File: src/rtl/miter_pkg.sv
// Shared types and constants for the ALU miter checking monitor.
// Holds the run FSM encoding and the miter control field layout.
package miter_pkg;

   typedef enum logic [1:0] {
      ST_IDLE = 2'd0,
      ST_RUN  = 2'd1,
      ST_FAIL = 2'd2,
      ST_DONE = 2'd3
   } state_e;

   // Operation selector lives in control[3:2], operand mode in control[1:0].
   typedef enum logic [1:0] {
      OP_ADD = 2'd0,
      OP_SUB = 2'd1,
      OP_MUL = 2'd2,
      OP_DIV = 2'd3
   } op_e;

   typedef enum logic [1:0] {
      AMODE_PASS   = 2'd0,
      AMODE_CLRMSB = 2'd1,
      AMODE_CLRLSB = 2'd2,
      AMODE_AND    = 2'd3
   } amode_e;

   localparam logic [3:0] MATCH_CTRL_DEFAULT = {OP_MUL, AMODE_PASS};

   function automatic logic ctrl_matches(input logic [3:0] ctrl, input logic [3:0] match);
      return (ctrl == match);
   endfunction

endpackage

File: src/rtl/miter_cex_capture.sv
// Counterexample register bank: latches one failing beat on cap, cleared by clr or rst.
module miter_cex_capture import miter_pkg::*; #(
   parameter int W     = 128,
   parameter int CNT_W = 32
) (
   input  logic             clk,
   input  logic             rst,
   input  logic             clr,
   input  logic             cap,
   input  logic [W-1:0]     a,
   input  logic [W-1:0]     b,
   input  logic [3:0]       control,
   input  logic [CNT_W-1:0] index,
   output logic             cex_valid,
   output logic [W-1:0]     cex_a,
   output logic [W-1:0]     cex_b,
   output logic [3:0]       cex_control,
   output logic [CNT_W-1:0] cex_index
);

   logic             valid_d, valid_q;
   logic [W-1:0]     a_d, a_q, b_d, b_q;
   logic [3:0]       ctrl_d, ctrl_q;
   logic [CNT_W-1:0] idx_d, idx_q;

   // Next-state selection: clear has priority over capture.
   always_comb begin
      valid_d = valid_q;
      a_d     = a_q;
      b_d     = b_q;
      ctrl_d  = ctrl_q;
      idx_d   = idx_q;
      if (clr) begin
         valid_d = 1'b0;
         a_d     = '0;
         b_d     = '0;
         ctrl_d  = 4'd0;
         idx_d   = '0;
      end else if (cap) begin
         valid_d = 1'b1;
         a_d     = a;
         b_d     = b;
         ctrl_d  = control;
         idx_d   = index;
      end else begin
         valid_d = valid_q;
      end
   end

   // Capture registers with synchronous reset.
   always_ff @(posedge clk) begin
      if (rst) begin
         valid_q <= 1'b0;
         a_q     <= '0;
         b_q     <= '0;
         ctrl_q  <= 4'd0;
         idx_q   <= '0;
      end else begin
         valid_q <= valid_d;
         a_q     <= a_d;
         b_q     <= b_d;
         ctrl_q  <= ctrl_d;
         idx_q   <= idx_d;
      end
   end

   assign cex_valid   = valid_q;
   assign cex_a       = a_q;
   assign cex_b       = b_q;
   assign cex_control = ctrl_q;
   assign cex_index   = idx_q;

endmodule

File: src/rtl/miter_check_monitor.sv
// Consumes ALU miter beats, counts checked/skipped beats and stops on the first
// conditioned mismatch, keeping that beat as a counterexample.
module miter_check_monitor import miter_pkg::*; #(
   parameter int         W          = 128,
   parameter int         CNT_W      = 32,
   parameter logic [3:0] MATCH_CTRL = MATCH_CTRL_DEFAULT
) (
   input  logic             clk,
   input  logic             rst,
   input  logic             start,
   input  logic [CNT_W-1:0] budget,
   input  logic             s_valid,
   output logic             s_ready,
   input  logic [W-1:0]     s_a,
   input  logic [W-1:0]     s_b,
   input  logic [3:0]       s_control,
   input  logic             s_result,
   input  logic             s_condition,
   output logic             busy,
   output logic             done,
   output logic             pass,
   output logic [CNT_W-1:0] total_cnt,
   output logic [CNT_W-1:0] checked_cnt,
   output logic             cond_err,
   output logic             cex_valid,
   output logic [W-1:0]     cex_a,
   output logic [W-1:0]     cex_b,
   output logic [3:0]       cex_control,
   output logic [CNT_W-1:0] cex_index
);

   localparam logic [CNT_W-1:0] CNT_ONE = CNT_W'(1);

   state_e           state_d, state_q;
   logic [CNT_W-1:0] budget_d, budget_q;
   logic [CNT_W-1:0] total_d, total_q;
   logic [CNT_W-1:0] checked_d, checked_q;
   logic             cond_err_d, cond_err_q;
   logic             accept_s;
   logic             cap_s;
   logic             clr_s;

   // Ready depends only on registered state, never on s_valid.
   assign accept_s = s_valid && (state_q == ST_RUN);

   // Run FSM and counter next-state logic.
   always_comb begin
      state_d    = state_q;
      budget_d   = budget_q;
      total_d    = total_q;
      checked_d  = checked_q;
      cond_err_d = cond_err_q;
      cap_s      = 1'b0;
      clr_s      = 1'b0;
      case (state_q)
         ST_RUN: begin
            if (accept_s) begin
               total_d = total_q + CNT_ONE;
               if (s_condition) begin
                  checked_d = checked_q + CNT_ONE;
               end else begin
                  checked_d = checked_q;
               end
               if (s_condition != ctrl_matches(s_control, MATCH_CTRL)) begin
                  cond_err_d = 1'b1;
               end else begin
                  cond_err_d = cond_err_q;
               end
               // A mismatch on the last budgeted beat still ends in FAIL.
               if (s_condition && s_result) begin
                  cap_s   = 1'b1;
                  state_d = ST_FAIL;
               end else if ((total_q + CNT_ONE) == budget_q) begin
                  state_d = ST_DONE;
               end else begin
                  state_d = ST_RUN;
               end
            end else begin
               state_d = ST_RUN;
            end
         end
         ST_IDLE, ST_FAIL, ST_DONE: begin
            if (start) begin
               clr_s      = 1'b1;
               budget_d   = budget;
               total_d    = '0;
               checked_d  = '0;
               cond_err_d = 1'b0;
               if (budget == '0) begin
                  state_d = ST_DONE;
               end else begin
                  state_d = ST_RUN;
               end
            end else begin
               state_d = state_q;
            end
         end
         default: begin
            state_d = ST_IDLE;
         end
      endcase
   end

   // State and counter registers with synchronous reset.
   always_ff @(posedge clk) begin
      if (rst) begin
         state_q    <= ST_IDLE;
         budget_q   <= '0;
         total_q    <= '0;
         checked_q  <= '0;
         cond_err_q <= 1'b0;
      end else begin
         state_q    <= state_d;
         budget_q   <= budget_d;
         total_q    <= total_d;
         checked_q  <= checked_d;
         cond_err_q <= cond_err_d;
      end
   end

   miter_cex_capture #(
      .W     (W),
      .CNT_W (CNT_W)
   ) u_cex (
      .clk         (clk),
      .rst         (rst),
      .clr         (clr_s),
      .cap         (cap_s),
      .a           (s_a),
      .b           (s_b),
      .control     (s_control),
      .index       (total_q),
      .cex_valid   (cex_valid),
      .cex_a       (cex_a),
      .cex_b       (cex_b),
      .cex_control (cex_control),
      .cex_index   (cex_index)
   );

   assign s_ready     = (state_q == ST_RUN);
   assign busy        = (state_q == ST_RUN);
   assign done        = (state_q == ST_FAIL) || (state_q == ST_DONE);
   assign pass        = (state_q == ST_DONE);
   assign total_cnt   = total_q;
   assign checked_cnt = checked_q;
   assign cond_err    = cond_err_q;

endmodule

File: config.mk
export PLATFORM = sky130hd
export DESIGN_NAME = miter_check_monitor
export DESIGN_NICKNAME = d
export VERILOG_FILES = /design/src/rtl/miter_pkg.sv /design/src/rtl/miter_cex_capture.sv /design/src/rtl/miter_check_monitor.sv
export SDC_FILE = /design/constraint.sdc
export NUM_CORES = 1
export LEC_CHECK = 0
export ABC_AREA = 1
export CORE_AREA = 10 10 246 248
export DETAILED_ROUTE_END_ITERATION = 8
export DIE_AREA = 0 0 256 258
export PLACE_DENSITY = 0.56
export RECOVER_POWER = 50
export SYNTH_ARGS = -nofsm -noshare
export SYNTH_HDL_FRONTEND = slang
export SYNTH_SLANG_ARGS = --single-unit
export TNS_END_PERCENT = 1
File: constraint.sdc
create_clock -name clk -period 2.3 [get_ports clk]
set_input_delay 0.46 -clock clk [delete_from_list [all_inputs] [get_ports clk]]
set_output_delay 0.46 -clock clk [all_outputs]
set_load 0.05 [all_outputs]
* After elaboration in Yosys (flattened, before gate mapping)
Index checks and enable logic that the tools add are counted.
Cells by class: $add $sub $neg 2, equal/unequal tests 10, mux-type cells 21, reductions and logical operators 11
Operators by type and width (count):
- 32-bit two-way mux | 4
- 32-bit case mux with 2 select lines | 2
- 32-bit by 1-bit adder with 32-bit output (second input constant) | 2
- 32-bit equality test | 1
- 32-bit zero test | 1
- 2-bit two-way mux | 5
- 1-bit two-way mux | 8
- 3-bit AND reduction | 2
- 2-bit equality test (second input constant) | 2
- 4-bit equality test (second input constant) | 1
- 2-bit by 1-bit != test with 1-bit output (second input constant) | 2
- 2-bit != test (second input constant) | 2
- 2-bit case mux with 2 select lines | 1
- 2-bit AND reduction | 2
- 3-bit OR reduction | 1
- 2-bit by 1-bit equality test with 1-bit output (second input constant) | 1
- 1-bit logical AND | 2
- 2-bit zero test | 1
- 1-bit case mux with 2 select lines | 1
- 2-bit OR reduction | 1
- 1-bit logical OR | 1
- 1-bit != test | 1
Storage, ports and cells: register bits after elaboration 392, output and inout bits 362, word-level logic and storage cells 54

* Depth between registers and ports, before layout
word-level depth 6, mapped depth 19, depth with buffers taken out 19

* By module
A second synthesis with hierarchy kept.
Unflattened totals: cell total of the unflattened synthesis 2802, area, all modules 17660.7 µm²
By module, submodules not included:
- miter_cex_capture | instances 1, cells each 1852, area an instance 11848.9 µm², seq. area each 5865.6 µm²
- miter_check_monitor | instances 1, cells each 950, area an instance 5811.8 µm², seq. area each 1981.9 µm²

* Worst setup path after synthesis
OpenSTA, ideal clock, no wires.
path kind reg2reg, start register total_q[0] (netlist: total_cnt[0]), end register state_q[1], setup time 0.056 ns, data arrival time 2.348 ns, required time 2.244 ns, path slack -0.104 ns, cell stages (with the launch flop) 18, period minus slack after synthesis 2.404 ns, cells stage by stage dfxtp_1 > ha_1 > nand2_2 > nor2_2 > nand2_4 > nor2_4 > nand3_1 > nand3_1 > nand2_1 > inv_1 > nand2_1 > nor2_1 > nand2_1 > nor2_1 > nand2_1 > nand3_1 > nand2_1 > inv_1
Between the ends: word-level cells in the longest chain between the ends 6
RTL lines:
- start, declared | line miter_check_monitor.sv:36 | logic [CNT_W-1:0] total_d, total_q;
- start signal, assigned | line miter_check_monitor.sv:115 | total_q <= total_d;
- 32-bit by 1-bit adder with 32-bit output | line miter_check_monitor.sv:73 | end else if ((total_q + CNT_ONE) == budget_q) begin
- 32-bit equality test | line miter_check_monitor.sv:73
- 2-bit two-way mux | line miter_check_monitor.sv:73
- 2-bit two-way mux | line miter_check_monitor.sv:70 | if (s_condition && s_result) begin
- 2-bit two-way mux | line miter_check_monitor.sv:57 | if (accept_s) begin
- 2-bit case mux with 2 select lines | line miter_check_monitor.sv:55 | case (state_q)
- end signal, assigned | line miter_check_monitor.sv:113 | state_q <= state_d;
- end, declared | line miter_check_monitor.sv:34 | state_e state_d, state_q;
Every way passes these cells. A chain may end at the register's enable or synchronous reset.

* Worst setup path after layout
start register checked_q[25] (netlist: checked_cnt[25]), end output port checked_cnt[25]
RTL lines:
- start, declared | line miter_check_monitor.sv:37 | logic [CNT_W-1:0] checked_d, checked_q;
- start signal, assigned | line miter_check_monitor.sv:116 | checked_q <= checked_d;
- end, declared | line miter_check_monitor.sv:23 | output logic [CNT_W-1:0] checked_cnt,
No word-level cell between the ends.

==> impl_metrics.xml <==
<?xml version="1.0" encoding="UTF-8"?>
<metrics>
  <group name="worst_hold_path">
    <metric name="worstHoldPathType" unit="">register to register</metric>
    <metric name="hold_path_start" unit="">cond_err$_SDFFE_PP0P_</metric>
  </group>
  <group name="global_routing">
    <metric name="grtUsageTotal" unit="%">20.8</metric>
    <metric name="global_route.usage.met3" unit="%">6.17</metric>
    <metric name="globalRouteMet2Util" unit="%">36.5</metric>
    <metric name="gr-usage-met1" unit="%">23.8</metric>
    <metric name="grt_overflow_total" unit="">0</metric>
    <metric name="grt_pass1_vias" unit="">16824</metric>
    <metric name="grt_pass1_wl" unit="mm">107</metric>
    <metric name="antenna_found_initial" unit="">9</metric>
    <metric name="grt_max_degree" unit="">77</metric>
    <metric name="top_usage_layer" unit="">met2</metric>
  </group>
  <group name="synthesis">
    <metric name="synth_fp_nets" unit="">2475</metric>
    <metric name="synth_seq_area_share" unit="%">50.1</metric>
    <metric name="yosysWarningCount" unit="">0</metric>
    <metric name="synth_top_flop_cell" unit="">sky130_fd_sc_hd__dfxtp_1</metric>
    <metric name="synth-edff-count" unit="">0</metric>
    <metric name="yosys.area.top_type" unit="">sky130_fd_sc_hd__dfxtp_1</metric>
    <metric name="ys_async_sr_fraction" unit="%">0</metric>
    <metric name="yosys_register_bits" unit="">392</metric>
    <metric name="yosysUniqueCellTypes" unit="">33</metric>
    <metric name="synth.top_cells.by_area" unit="">sky130_fd_sc_hd__dfxtp_1, sky130_fd_sc_hd__nor2_1, sky130_fd_sc_hd__o21ai_0</metric>
    <metric name="syn-cell-area" unit="um2">15600</metric>
    <metric name="average_footprint_of_a_synthesized_cell" unit="um2">7.19</metric>
    <metric name="postSynthCellCount" unit="">2175</metric>
    <metric name="yosysTopAreaCellShare" unit="%">50.1</metric>
  </group>
  <group name="sta">
    <metric name="layout_min_cycle_time" unit="ns">2.25</metric>
    <metric name="tightestPinTransition" unit="ns">0.930</metric>
    <metric name="finalCritPeriodShare" unit="%">97.6</metric>
    <metric name="unrepaired_setup_endpoints_after_global_routing" unit="">true</metric>
    <metric name="finalHoldViolCount" unit="">0</metric>
    <metric name="fin_worst_skew" unit="ns">0.0135</metric>
    <metric name="slew_headroom" unit="%">38.0</metric>
    <metric name="timing_max_transition_violations_final" unit="">0</metric>
    <metric name="fmax" unit="GHz">0.445</metric>
    <metric name="report.final.setup_viol" unit="">0</metric>
  </group>
  <group name="worst_setup_path">
    <metric name="crit_fanout" unit="">3</metric>
    <metric name="path_buf_inv" unit="">1</metric>
    <metric name="required_time_at_the_worst_slack_endpoint" unit="ns">1.84</metric>
    <metric name="critPathLaunchType" unit="">register</metric>
    <metric name="regToRegStartpoint" unit="">total_cnt[0]$_SDFFE_PP0P_</metric>
    <metric name="critPathTopFamily" unit="">buffers and inverters</metric>
    <metric name="cp_cell_sequence" unit="">clkdlybuf4s50_1</metric>
    <metric name="critPathKind" unit="">register to output pin</metric>
    <metric name="setup.worst_path.end_class" unit="">output pin</metric>
    <metric name="critical_path_origin" unit="">checked_cnt[25]$_SDFFE_PP0P_</metric>
    <metric name="critical-path-slowest-cell" unit="">sky130_fd_sc_hd__clkdlybuf4s50_1</metric>
    <metric name="critical_path.max_stage_delay" unit="ns">0.87</metric>
    <metric name="cp.arrival" unit="ns">1.79</metric>
  </group>
  <group name="detailed_routing">
    <metric name="dr.first_iter.drc_count" unit="">1167</metric>
    <metric name="viasPerCell" unit="">4.64</metric>
    <metric name="drt_drc_violations_left" unit="">0</metric>
    <metric name="post_drt_wl_per_cell" unit="um">19.6</metric>
    <metric name="ant_nets" unit="">0</metric>
    <metric name="detail_route.wirelength" unit="mm">72.8</metric>
    <metric name="number_of_vias_after_detailed_routing" unit="">17248</metric>
    <metric name="detailedRoute.firstPassIterationCount" unit="">6</metric>
  </group>
  <group name="power_and_ir_drop">
    <metric name="p_leak" unit="nW">9.97</metric>
    <metric name="power_density" unit="nW/um2">652</metric>
    <metric name="vdd.ir_drop.worst" unit="mV">0.437</metric>
    <metric name="report.power.total" unit="mW">16.9</metric>
  </group>
  <group name="run">
    <metric name="max_cap_violations" unit="">0</metric>
  </group>
  <group name="clock_tree">
    <metric name="clock_sinks" unit="">392</metric>
    <metric name="clock_insertion_delay_worst_skew" unit="ns">0.57</metric>
    <metric name="cts_tree" unit="">built</metric>
    <metric name="path_clk_slew" unit="ns">0.06</metric>
    <metric name="cts.path.max_buffers" unit="">3</metric>
    <metric name="cts_root_buffer" unit="">sky130_fd_sc_hd__clkbuf_16</metric>
    <metric name="htree_num_levels" unit="">2</metric>
    <metric name="tritoncts.num_buffers" unit="">47</metric>
  </group>
  <group name="placement">
    <metric name="gp_routability_congestion" unit="">0.901</metric>
    <metric name="dp_hpwl" unit="mm">56.6</metric>
    <metric name="port_buffers" unit="">659</metric>
  </group>
  <group name="die">
    <metric name="io-pin-count" unit="">660</metric>
    <metric name="die_height" unit="um">258</metric>
    <metric name="start_util" unit="%">28.1</metric>
    <metric name="die_area" unit="um2">66000</metric>
    <metric name="die_x" unit="um">256</metric>
    <metric name="num_rows" unit="">87</metric>
    <metric name="core_region_area" unit="um2">55700</metric>
  </group>
  <group name="cells_and_area">
    <metric name="design.final.nets" unit="">3217</metric>
    <metric name="final_core_utilization" unit="%">46.5</metric>
    <metric name="layout.cells.most_common" unit="">sky130_fd_sc_hd__nor2_1</metric>
    <metric name="drive_above_1_share" unit="%">11.7</metric>
    <metric name="most_used_cells_in_the_layout_excluding_fill_and_tap_cells" unit="">sky130_fd_sc_hd__nor2_1, sky130_fd_sc_hd__clkdlybuf4s50_1, sky130_fd_sc_hd__dfxtp_1</metric>
    <metric name="syn_to_final_growth" unit="%">65.4</metric>
    <metric name="n_fill_cell" unit="">5621</metric>
  </group>
  <group name="outcome">
    <metric name="outcome" unit="">complete, no violations</metric>
  </group>
</metrics>
## power by group
| group | internal (mW) | switching (mW) |
|---|---|---|
| clock | 4.84 | 2.98 |
| sequential | 6.93 | 0.0808 |
| combinational | 0.908 | 1.12 |
| total | 12.7 | 4.18 |
## path summary, 6_finish.rpt
check             depth (start not counted)                       to  slack, ns
hold reg to reg                           2    cond_err$_SDFFE_PP0P_       0.46
setup / recovery                          1          checked_cnt[25]       0.05
hold / removal                            2    cond_err$_SDFFE_PP0P_       0.46
setup reg to reg                         18  state_q[1]$_SDFFE_PP0P_       0.12
## logic make-up after synthesis
group	synth area share, %
XOR/XNOR	0.504
adder cells (fa/ha/maj)	0.160
buffers and inverters	6.41
flip-flops	50.1
AO/OA/AOI/OAI	15.3
AND/OR/NAND/NOR	27.5
## area by class of cell
type | instances | area (um2) | area share (%)
repair buffers | 813 | 7910 | 30.6
flip-flops and latches | 392 | 7860 | 30.4
multi-input cells | 1529 | 7010 | 27.1
clock buffers | 75 | 1440 | 5.58
well taps | 756 | 946 | 3.65
inverters | 134 | 513 | 1.98
clock inverters | 11 | 186 | 0.720
diodes | 7 | 17.5 | 0.0677
## per-layer routing
metal	part of all wire, %	up-vias
met5	0.052	-
met4	2.5	6
met3	8.0	106
met2	49	675
met1	40	7944
li1	-	8517
## cells in the mapped netlist (all sizes together) (2+ instances only)
master,instances
inv,132
clkbuf,94
xor2,7
xnor2,2
buf,26
nor2,625
nor3,22
o21ai,347
dfxtp,392
nor4,17
clkinv,2
a21oi,126
ha,2
nand3,87
nand4,13
nand2,276
## metrics by stage
stage / hold slack (ns) / area [um2] / TNS [ns] / cells / setup slack [ns]
2_1_floorplan: 0.436 / 15700 / 0 / 2175 / 0.131
3_3_place_gp: 0.456 / 24000 / -0.243 / 3620 / -0.115
3_5_place_dp: 0.454 / 24000 / -1.02 / 3620 / -0.129
4_1_cts: 0.416 / 25600 / 0 / 3706 / 0.000162
5_1_grt: 0.449 / 25900 / -0.0333 / 3715 / -0.0333
6_report: 0.456 / 25900 / 0 / 3717 / 0.0541
## worst register-to-register path: cells and delay by family (launching register included)
| family | cells | cell delay, ns |
|---|---|---|
| buffers and inverters | 4 | 0.39 |
| flip-flops | 1 | 0.35 |
| AND/OR/NAND/NOR | 14 | 1.40 |
## timing repair
action                                  CTS  global route
setup buffers                             0             4
pin swaps                                 0            18
endpoints found under the setup margin   56            11
hold buffers                              0             0
gates resized for setup                  58            79
## flip-flops by register name, indices dropped and copies added, names as in the netlist
signal and flops:
u_cex.cex_a 128, u_cex.cex_b 128, budget_q 32, checked_cnt 32, total_cnt 32, u_cex.cex_index 32, u_cex.cex_control 4, state_q 2
cond_err 1, u_cex.cex_valid 1
Note: power is estimated with default switching activity, not from simulation.
